### config.mk
export PLATFORM = sky130hd
export DESIGN_NAME = ula_arbiter_flat
export DESIGN_NICKNAME = d
export VERILOG_FILES = /design/src/rtl/ula_pkg.sv /design/src/rtl/ula_arbiter_if.sv /design/src/rtl/ula_rr_pick.sv /design/src/rtl/ula_arbiter.sv /design/src/flat_wrapper.sv
export SDC_FILE = /design/constraint.sdc
export NUM_CORES = 1
export LEC_CHECK = 0
export ABC_AREA = 1
export BUFFER_PORTS_ARGS = -buffer_cell sky130_fd_sc_hd__buf_2
export CORE_MARGIN = 2
export CORE_UTILIZATION = 50
export CTS_CLUSTER_SIZE = 8
export DETAILED_ROUTE_END_ITERATION = 10
export PLACE_DENSITY_LB_ADDON = 0.2
export SLEW_MARGIN = 20
export SYNTH_ARGS = -nofsm -noshare
export SYNTH_HDL_FRONTEND = slang
export SYNTH_HIERARCHICAL = 1
export SYNTH_SLANG_ARGS = --single-unit
### constraint.sdc
create_clock -name clk -period 3 [get_ports clk]
set_input_delay 0.6 -clock clk [delete_from_list [all_inputs] [get_ports clk]]
set_output_delay 0.6 -clock clk [all_outputs]
set_load 0.03 [all_outputs]
### src/rtl/ula_pkg.sv
// +--------------------------------------------------------------------+
// | ula_pkg: opcodes, opcode legality check and arbiter FSM states.    |
// | Revision: 1.0                                                      |
// +--------------------------------------------------------------------+
`timescale 1ns/1ps
`default_nettype none

package ula_pkg;

  localparam logic [2:0] ULA_AND = 3'b000;
  localparam logic [2:0] ULA_OR  = 3'b001;
  localparam logic [2:0] ULA_ADD = 3'b010;
  localparam logic [2:0] ULA_NOR = 3'b011;
  localparam logic [2:0] ULA_SUB = 3'b110;
  localparam logic [2:0] ULA_SLT = 3'b111;

  // 100 and 101 have no ULA function behind them.
  function automatic logic op_legal(input logic [2:0] op);
    return (op != 3'b100) && (op != 3'b101);
  endfunction

  typedef enum logic [1:0] {
    S_IDLE = 2'd0,
    S_EXEC = 2'd1,
    S_RESP = 2'd2
  } state_t;

endpackage

`default_nettype wire

### src/rtl/ula_arbiter_if.sv
// +--------------------------------------------------------------------+
// | ula_arbiter_if: request/response handshakes of the two ULA clients.|
// | Revision: 1.0                                                      |
// +--------------------------------------------------------------------+
`timescale 1ns/1ps
`default_nettype none

interface ula_arbiter_if #(
  parameter int WIDTH = 8,
  parameter int OPW   = 3
);
  logic             req0_valid, req1_valid;
  logic             req0_ready, req1_ready;
  logic [WIDTH-1:0] req0_a, req0_b, req1_a, req1_b;
  logic [OPW-1:0]   req0_op, req1_op;
  logic             rsp0_valid, rsp1_valid;
  logic             rsp0_ready, rsp1_ready;
  logic [WIDTH-1:0] rsp0_result, rsp1_result;
  logic             rsp0_z, rsp1_z;
  logic             rsp0_err, rsp1_err;

  modport master (
    output req0_valid, req1_valid, req0_a, req0_b, req1_a, req1_b,
           req0_op, req1_op, rsp0_ready, rsp1_ready,
    input  req0_ready, req1_ready, rsp0_valid, rsp1_valid,
           rsp0_result, rsp1_result, rsp0_z, rsp1_z, rsp0_err, rsp1_err
  );

  modport slave (
    input  req0_valid, req1_valid, req0_a, req0_b, req1_a, req1_b,
           req0_op, req1_op, rsp0_ready, rsp1_ready,
    output req0_ready, req1_ready, rsp0_valid, rsp1_valid,
           rsp0_result, rsp1_result, rsp0_z, rsp1_z, rsp0_err, rsp1_err
  );
endinterface

`default_nettype wire

### src/rtl/ula_rr_pick.sv
// +--------------------------------------------------------------------+
// | ula_rr_pick: one-hot grant of two requesters. Round-robin on ptr   |
// | with ULA_ARB_RR_EN, fixed priority (req0 first) otherwise.         |
// | Revision: 1.0                                                      |
// +--------------------------------------------------------------------+
`timescale 1ns/1ps
`default_nettype none

module ula_rr_pick (
  input  logic [1:0] valid,
`ifdef ULA_ARB_RR_EN
  input  logic       ptr,
`endif
  output logic [1:0] grant
);

  always_comb begin
    grant = 2'b00;
`ifdef ULA_ARB_RR_EN
    if (&valid) grant = ptr ? 2'b10 : 2'b01;
    else        grant = valid;
`else
    if (valid[0])      grant = 2'b01;
    else if (valid[1]) grant = 2'b10;
`endif
  end

endmodule

`default_nettype wire

### src/rtl/ula_arbiter.sv
// +--------------------------------------------------------------------+
// | ula_arbiter: shares one external 8-bit ULA between two requesters. |
// | Arbitration is round-robin when ULA_ARB_RR_EN is defined.          |
// | Revision: 1.0                                                      |
// +--------------------------------------------------------------------+
`timescale 1ns/1ps
`default_nettype none

module ula_arbiter
  import ula_pkg::*;
#(
  parameter int WIDTH = 8,
  parameter int OPW   = 3
) (
  input  logic             clk,
  input  logic             rst,
  ula_arbiter_if.slave     bus,
  output logic [WIDTH-1:0] ula_srca,
  output logic [WIDTH-1:0] ula_srcb,
  output logic [OPW-1:0]   ula_ctrl,
  input  logic [WIDTH-1:0] ula_result,
  input  logic             ula_z
);

  state_t           r_state;
  logic             r_sel;
  logic             r_illegal;
  logic [WIDTH-1:0] r_srca, r_srcb;
  logic [OPW-1:0]   r_ctrl;
  logic [1:0]       r_rsp_valid;
  logic [WIDTH-1:0] r_res [2];
  logic [1:0]       r_z;
  logic [1:0]       r_err;
`ifdef ULA_ARB_RR_EN
  logic             r_ptr;
`endif

  logic [1:0]       w_valid, w_grant;
  logic             w_take, w_rsp_ready;
  logic [WIDTH-1:0] w_sel_a, w_sel_b;
  logic [OPW-1:0]   w_sel_op;

  assign w_valid = {bus.req1_valid, bus.req0_valid};

  ula_rr_pick u_pick (
    .valid (w_valid),
`ifdef ULA_ARB_RR_EN
    .ptr   (r_ptr),
`endif
    .grant (w_grant)
  );

  assign w_take      = (r_state == S_IDLE) && (|w_grant);
  assign w_sel_a     = w_grant[1] ? bus.req1_a  : bus.req0_a;
  assign w_sel_b     = w_grant[1] ? bus.req1_b  : bus.req0_b;
  assign w_sel_op    = w_grant[1] ? bus.req1_op : bus.req0_op;
  assign w_rsp_ready = r_sel ? bus.rsp1_ready : bus.rsp0_ready;

  assign bus.req0_ready  = (r_state == S_IDLE) && w_grant[0];
  assign bus.req1_ready  = (r_state == S_IDLE) && w_grant[1];
  assign bus.rsp0_valid  = r_rsp_valid[0];
  assign bus.rsp1_valid  = r_rsp_valid[1];
  assign bus.rsp0_result = r_res[0];
  assign bus.rsp1_result = r_res[1];
  assign bus.rsp0_z      = r_z[0];
  assign bus.rsp1_z      = r_z[1];
  assign bus.rsp0_err    = r_err[0];
  assign bus.rsp1_err    = r_err[1];

  // ULA inputs are registers that are nonzero only while in EXEC.
  assign ula_srca = r_srca;
  assign ula_srcb = r_srcb;
  assign ula_ctrl = r_ctrl;

  always_ff @(posedge clk or posedge rst) begin
    if (rst) begin
      r_state     <= S_IDLE;
      r_sel       <= 1'b0;
      r_illegal   <= 1'b0;
      r_srca      <= '0;
      r_srcb      <= '0;
      r_ctrl      <= '0;
      r_rsp_valid <= 2'b00;
      r_res[0]    <= '0;
      r_res[1]    <= '0;
      r_z         <= 2'b00;
      r_err       <= 2'b00;
`ifdef ULA_ARB_RR_EN
      r_ptr       <= 1'b0;
`endif
    end else begin
      case (r_state)
        S_IDLE: begin
          if (w_take) begin
            r_sel     <= w_grant[1];
            r_srca    <= w_sel_a;
            r_srcb    <= w_sel_b;
            r_illegal <= !op_legal(w_sel_op);
            r_ctrl    <= op_legal(w_sel_op) ? w_sel_op : ULA_ADD;
            r_state   <= S_EXEC;
`ifdef ULA_ARB_RR_EN
            // Point at whoever did not just win.
            r_ptr     <= w_grant[0];
`endif
          end
        end
        S_EXEC: begin
          r_srca             <= '0;
          r_srcb             <= '0;
          r_ctrl             <= '0;
          r_res[r_sel]       <= r_illegal ? '0 : ula_result;
          r_z[r_sel]         <= r_illegal ? 1'b1 : ula_z;
          r_err[r_sel]       <= r_illegal;
          r_rsp_valid[r_sel] <= 1'b1;
          r_state            <= S_RESP;
        end
        S_RESP: begin
          if (w_rsp_ready) begin
            r_rsp_valid[r_sel] <= 1'b0;
            r_state            <= S_IDLE;
          end
        end
        default: r_state <= S_IDLE;
      endcase
    end
  end

endmodule

`default_nettype wire

### src/flat_wrapper.sv
// flat-port wrapper written by rule: the top's interface ports become plain ports
module ula_arbiter_flat import ula_pkg::*;
#(
  parameter int WIDTH = 8,
  parameter int OPW   = 3
)
  (clk, rst, ula_srca, ula_srcb, ula_ctrl, ula_result, ula_z, bus_req0_valid, bus_req1_valid, bus_req0_a, bus_req0_b, bus_req1_a, bus_req1_b, bus_req0_op, bus_req1_op, bus_rsp0_ready, bus_rsp1_ready, bus_req0_ready, bus_req1_ready, bus_rsp0_valid, bus_rsp1_valid, bus_rsp0_result, bus_rsp1_result, bus_rsp0_z, bus_rsp1_z, bus_rsp0_err, bus_rsp1_err);
  ula_arbiter_if #(.WIDTH(WIDTH), .OPW(OPW)) bus_i ();
  input  logic clk;
  input  logic rst;
  output logic [WIDTH-1:0] ula_srca;
  output logic [WIDTH-1:0] ula_srcb;
  output logic [OPW-1:0] ula_ctrl;
  input  logic [WIDTH-1:0] ula_result;
  input  logic ula_z;
  input wire logic [$bits(bus_i.req0_valid)-1:0] bus_req0_valid;
  input wire logic [$bits(bus_i.req1_valid)-1:0] bus_req1_valid;
  input wire logic [$bits(bus_i.req0_a)-1:0] bus_req0_a;
  input wire logic [$bits(bus_i.req0_b)-1:0] bus_req0_b;
  input wire logic [$bits(bus_i.req1_a)-1:0] bus_req1_a;
  input wire logic [$bits(bus_i.req1_b)-1:0] bus_req1_b;
  input wire logic [$bits(bus_i.req0_op)-1:0] bus_req0_op;
  input wire logic [$bits(bus_i.req1_op)-1:0] bus_req1_op;
  input wire logic [$bits(bus_i.rsp0_ready)-1:0] bus_rsp0_ready;
  input wire logic [$bits(bus_i.rsp1_ready)-1:0] bus_rsp1_ready;
  output wire logic [$bits(bus_i.req0_ready)-1:0] bus_req0_ready;
  output wire logic [$bits(bus_i.req1_ready)-1:0] bus_req1_ready;
  output wire logic [$bits(bus_i.rsp0_valid)-1:0] bus_rsp0_valid;
  output wire logic [$bits(bus_i.rsp1_valid)-1:0] bus_rsp1_valid;
  output wire logic [$bits(bus_i.rsp0_result)-1:0] bus_rsp0_result;
  output wire logic [$bits(bus_i.rsp1_result)-1:0] bus_rsp1_result;
  output wire logic [$bits(bus_i.rsp0_z)-1:0] bus_rsp0_z;
  output wire logic [$bits(bus_i.rsp1_z)-1:0] bus_rsp1_z;
  output wire logic [$bits(bus_i.rsp0_err)-1:0] bus_rsp0_err;
  output wire logic [$bits(bus_i.rsp1_err)-1:0] bus_rsp1_err;
  assign bus_i.req0_valid = bus_req0_valid;
  assign bus_i.req1_valid = bus_req1_valid;
  assign bus_i.req0_a = bus_req0_a;
  assign bus_i.req0_b = bus_req0_b;
  assign bus_i.req1_a = bus_req1_a;
  assign bus_i.req1_b = bus_req1_b;
  assign bus_i.req0_op = bus_req0_op;
  assign bus_i.req1_op = bus_req1_op;
  assign bus_i.rsp0_ready = bus_rsp0_ready;
  assign bus_i.rsp1_ready = bus_rsp1_ready;
  assign bus_req0_ready = bus_i.req0_ready;
  assign bus_req1_ready = bus_i.req1_ready;
  assign bus_rsp0_valid = bus_i.rsp0_valid;
  assign bus_rsp1_valid = bus_i.rsp1_valid;
  assign bus_rsp0_result = bus_i.rsp0_result;
  assign bus_rsp1_result = bus_i.rsp1_result;
  assign bus_rsp0_z = bus_i.rsp0_z;
  assign bus_rsp1_z = bus_i.rsp1_z;
  assign bus_rsp0_err = bus_i.rsp0_err;
  assign bus_rsp1_err = bus_i.rsp1_err;
  ula_arbiter #(.WIDTH(WIDTH), .OPW(OPW)) u_core (.clk(clk), .rst(rst), .bus(bus_i), .ula_srca(ula_srca), .ula_srcb(ula_srcb), .ula_ctrl(ula_ctrl), .ula_result(ula_result), .ula_z(ula_z));
endmodule
== After elaboration in Yosys (flattened, before gate mapping) ==
Index checks and enable logic that the tools add are counted.
Operators by class
  mux-type cells: 27
  equality and inequality tests: 6
  reductions and logical operators: 15
  order comparisons: 4
  bitwise gates (word level): 4
Operators by type and width (number)
  8-bit two-way mux: 6
  8-bit case mux with 2 select lines: 2
  16-bit bitwise mux: 1
  2-bit two-way mux: 5
  3-bit two-way mux: 3
  8-bit demux with 1-bit select: 1
  2-bit AND reduction: 4
  1-bit logical AND: 6
  3-bit inequality test (second input constant): 2
  2-bit case mux with 3 select lines: 1
  3-bit case mux with 2 select lines: 1
  2-bit bitwise mux: 2
  2-bit by 1-bit inequality test with 1-bit output (second input constant): 2
  2-bit case mux with 2 select lines: 1
  2-bit nonzero test: 2
  1-bit two-way mux: 3
  2-bit AND: 1
  2-bit by 1-bit equality test with 1-bit output (second input constant): 1
  2-bit equality test (second input constant): 1
  2-bit >= comparator (second input constant): 1
  2-bit logical NOT: 1
  1-bit by 2-bit < comparator with 1-bit output (second input constant): 1
  2-bit by 1-bit < comparator with 1-bit output (second input constant): 1
  1-bit NOT with 2-bit output: 1
  other kinds (6): 6
Storage, ports and cells
  output and inout bits: 43
  logic and storage cells: 67
  bits in registers: 45
  input bits: 53

== Logic depth before layout (Yosys ltp) ==
  depth in word-level cells: 8
  depth in mapped cells: 8
  depth with buffers taken out: 8

== By module ==
Netlist, hierarchy kept.
Modules (own cells, without submodules)
  ula_arbiter: instances 1, sequential area each 1126.1 sq um, area each 2082.0 sq um, cells each 281
  ula_rr_pick: instances 1, sequential area each 0.0 sq um, area each 17.5 sq um, cells each 3

== Worst setup path after synthesis ==
Ideal clock, no wire load.
  path type: input -> output
  start: input bus_req1_valid
  end: output bus_req1_ready
  path slack: 1.129 ns
  cell stages on the path: 5
  data arrival time: 1.271 ns
  data required time: 2.400 ns
  path buffers: 1
  cells stage by stage: inv_1 > nor2_2 > buf_2 > nand2_1 > inv_1
On the way
  longest elaborated chain between the ends: 3
RTL lines
  start: declaration: line flat_wrapper.sv:17  | input wire logic [$bits(bus_i.req1_valid)-1:0] bus_req1_valid;
  2-bit two-way mux: line ula_rr_pick.sv:24  | else if (valid[1]) grant = 2'b10;
  2-bit two-way mux: line ula_rr_pick.sv:23  | if (valid[0]) grant = 2'b01;
  via u_core.w_grant[1]: line ula_arbiter.sv:38  | logic [1:0] w_valid, w_grant;
  1-bit logical AND: line ula_arbiter.sv:60  | assign bus.req1_ready = (r_state == S_IDLE) && w_grant[1];
  end: declaration: line flat_wrapper.sv:27  | output wire logic [$bits(bus_i.req1_ready)-1:0] bus_req1_ready;
The timed path passes the listed nets, and every way through them passes these cells.

== Worst setup path in the final report ==
  start: input bus_req0_valid
  end: output bus_req1_ready
On the way
  longest elaborated chain between the ends: 2
RTL lines
  start: declaration: line flat_wrapper.sv:16  | input wire logic [$bits(bus_i.req0_valid)-1:0] bus_req0_valid;
  2-bit two-way mux: line ula_rr_pick.sv:23
  via u_core.w_grant[1]: line ula_arbiter.sv:38
  1-bit logical AND: line ula_arbiter.sv:60
The timed path passes the listed nets, and every way through them passes these cells.

==> impl_metrics.py <==
metrics = {
    "critical_path": {
        "setup.worst_path.start_class": "primary input",
        "critPathKind": "primary input to primary output",
        "r2r_slack_ps": 1280,
        "required_ps": 2400,
        "cp_data_arrival_time_ps": 1480,
        "crit_path_max_fanout": 12,
        "cp-end-kind": "primary output",
    },
    "yosys": {
        "async_flop_share": 1.00,
        "synth_top_area_frac": 0.536,
        "synth_area_sq_um": 2100,
        "yosys_warnings": 6,
        "synth_area_leader_cell": "dfrtp_1",
        "synth_area_per_cell_sq_um": 7.39,
        "synth_most_common_cell": "nand2_1",
        "synth_commonest_cells": "175 x nand2_1, 45 x dfrtp_1, 18 x inv_1, 10 x nor2_1",
        "synth-main-ff-cell": "dfrtp_1",
        "synth_cell_type_count": 17,
        "synthTopCellsByArea": "dfrtp_1 54%, nand2_1 31%, inv_1 3.2%",
        "synth_enable_flop_cells": 0,
        "syn-num-nets": 337,
        "syn_inst": 284,
        "synth-seq-area-share": 0.536,
        "yosys_register_bits": 45,
    },
    "clocking": {
        "clkLatencyLatePin_ps": 280,
        "cts_made_buffers": 5,
        "postCtsSetupRepairBufs": 0,
        "clkSinkCount": 45,
        "clockBufferDepth": 2,
        "clkSlewWorstSetupHoldPaths_ps": 70,
        "cts_root_buf": "clkbuf_8",
        "cts_resized": 0,
        "cts_tree": "yes",
        "ctsHoldBuffers": 0,
        "h-tree-depth": 2,
    },
    "run_status": {
        "status": "finished, final reports clean",
    },
    "global_route": {
        "grt_pass1_wl_um": 7480,
        "grt_pass1_vias": 1701,
        "busiest_layer": "met2",
        "grt_max_degree": 46,
        "grt_use_met1": 0.292,
        "grt_use_total": 0.212,
        "gr-usage-met3": 0.0471,
        "grt_overflow": 0,
        "antenna_found_initial": 0,
        "met2_usage": 0.338,
    },
    "sta": {
        "fin_ws_ps": 916,
        "final.setup.tns_ps": 0,
        "slew_headroom": 0.385,
        "tightest_slew_ps": 921,
        "timing.hold.ws_ps": 473,
        "rsz0062_at_grt": "no",
        "fin_worst_skew_ps": 3.00,
        "drv_slew": 0,
        "fin_crit_ps": 2080,
        "period_share": 0.695,
        "hold_violations": 0,
        "max_clock_freq_mhz": 480,
        "setup_viol": 0,
    },
    "placement": {
        "io_buffers": 95,
        "pre_cts_ws_ps": 878,
        "hpwlAfterDp_um": 3430,
        "place_congestion": 0.784,
        "place_area_sq_um": 2580,
        "dp.cells": 420,
    },
    "layout": {
        "final_util": 0.662,
        "drive_above_1_share": 0.297,
        "multi_input_area_sq_um": 828,
        "area_growth_pct": 27.1,
        "final_cells": 427,
        "final_nets": 430,
        "design_area_sq_um": 2670,
        "regArea_sq_um": 1130,
        "antennaDiodeCount": 0,
        "fillers": 382,
    },
    "power_and_ir_drop": {
        "switching_share": 0.488,
        "switchingPower_mw": 1.40,
        "pwr-share-clk": 0.126,
        "powerDensity_nw_per_um2": 1080,
        "seqPwrFrac": 0.371,
        "vdd_drop_max_v": 0.000489,
        "internal-power_mw": 1.47,
        "leakagePower_nw": 1.67,
        "combPwrFrac": 0.503,
        "p_total_mw": 2.87,
    },
    "routing": {
        "drt-pass1-iter-count": 4,
        "post_drt_wl_per_cell_um": 11.0,
        "antenna_left": 0,
        "drcViolationCount": 0,
        "drt-total-wl_um": 4710,
        "first_iter_violations": 130,
        "vias": 2017,
        "viasPerCell": 4.72,
    },
    "worst_hold_path": {
        "worstHoldPathType": "flop to flop",
    },
    "floorplanning": {
        "fp.dieH_um": 68.8,
        "die_w_um": 68.8,
        "design.core.area_sq_um": 4030,
        "initial_core_util": 0.521,
        "num_io_pins": 96,
        "core.rowCount": 23,
        "dieArea_sq_um": 4730,
    },
    "flow_run": {
        "cap_viol_max_count": 0,
    },
}
## routing by layer
metal	vias to the layer above	part of all wire
met1	909	0.44
met5	-	0
met2	74	0.48
met4	0	0.0076
met3	4	0.069
li1	1030	-
## power groups by stage
stage	sequential [mW]	combinational (mW)	clock [mW]
3_3_place_gp	1.08	1.42	0
6_report	1.07	1.44	0.362
3_5_place_dp	1.08	1.45	0
5_1_grt	1.10	1.60	0.402
4_1_cts	1.07	1.46	0.374
2_1_floorplan	1.57	0.542	0
## critical path: stages
cell and delay [ps]:
buf_2 130, nor2_2 370, nand2_1 130, inv_1 70, buf_2 180
## cell usage in the layout (no fill, tap or decap)
cell / count
nor2_1: 10
o21ai_1: 1
inv_1: 17
nor2_2: 2
nand3_1: 7
or2_2: 1
clkbuf_8: 6
buf_2: 95
o21ai_0: 7
inv_2: 3
buf_4: 1
nand2_2: 1
nand2_1: 175
dfrtp_1: 45
nor2_4: 3
clkinv_1: 2
clkbuf_1: 1
## sequential cells by signal, summed over array words and instances, names as in the netlist, named ones only
register                flops
u_core/ula_ctrl             3
u_core/bus.rsp0_result      8
u_core/r_illegal            1
u_core/r_state              2
u_core/bus.rsp1_result      8
u_core/r_sel                1
u_core/r_err                2
u_core/ula_srcb             8
u_core/r_z                  2
u_core/ula_srca             8
## path summary, 6_finish.rpt
kind,cells past startpoint,start,to
worst max-delay path,5,bus_req0_valid,bus_req1_ready
min in group asynchronous,2,rst,u_core/ula_srca[2]
worst max register to register,6,u_core/r_state[0],u_core/bus.rsp1_result[2]
worst min register to register,2,u_core/ula_srcb[0],u_core/ula_srcb[0]
worst min-delay path,2,u_core/ula_srcb[0],u_core/ula_srcb[0]
max in group asynchronous,2,rst,u_core/r_err[1]
## kinds of logic after synthesis
kind of cell	count (synthesis)	share of synthesized area
buffers and inverters	32	0.0691
AOI/OAI and AO/OA	8	0.0191
DFF	45	0.536
and+or+nand+nor	199	0.375
## final cells by class
type,count,area share
multi-input combinational,207,0.310
timing repair buffer,96,0.181
tap,50,0.0234
inverter,22,0.0309
sequential,45,0.422
clock buffer,7,0.0323
(Power assumes the default switching activity.)
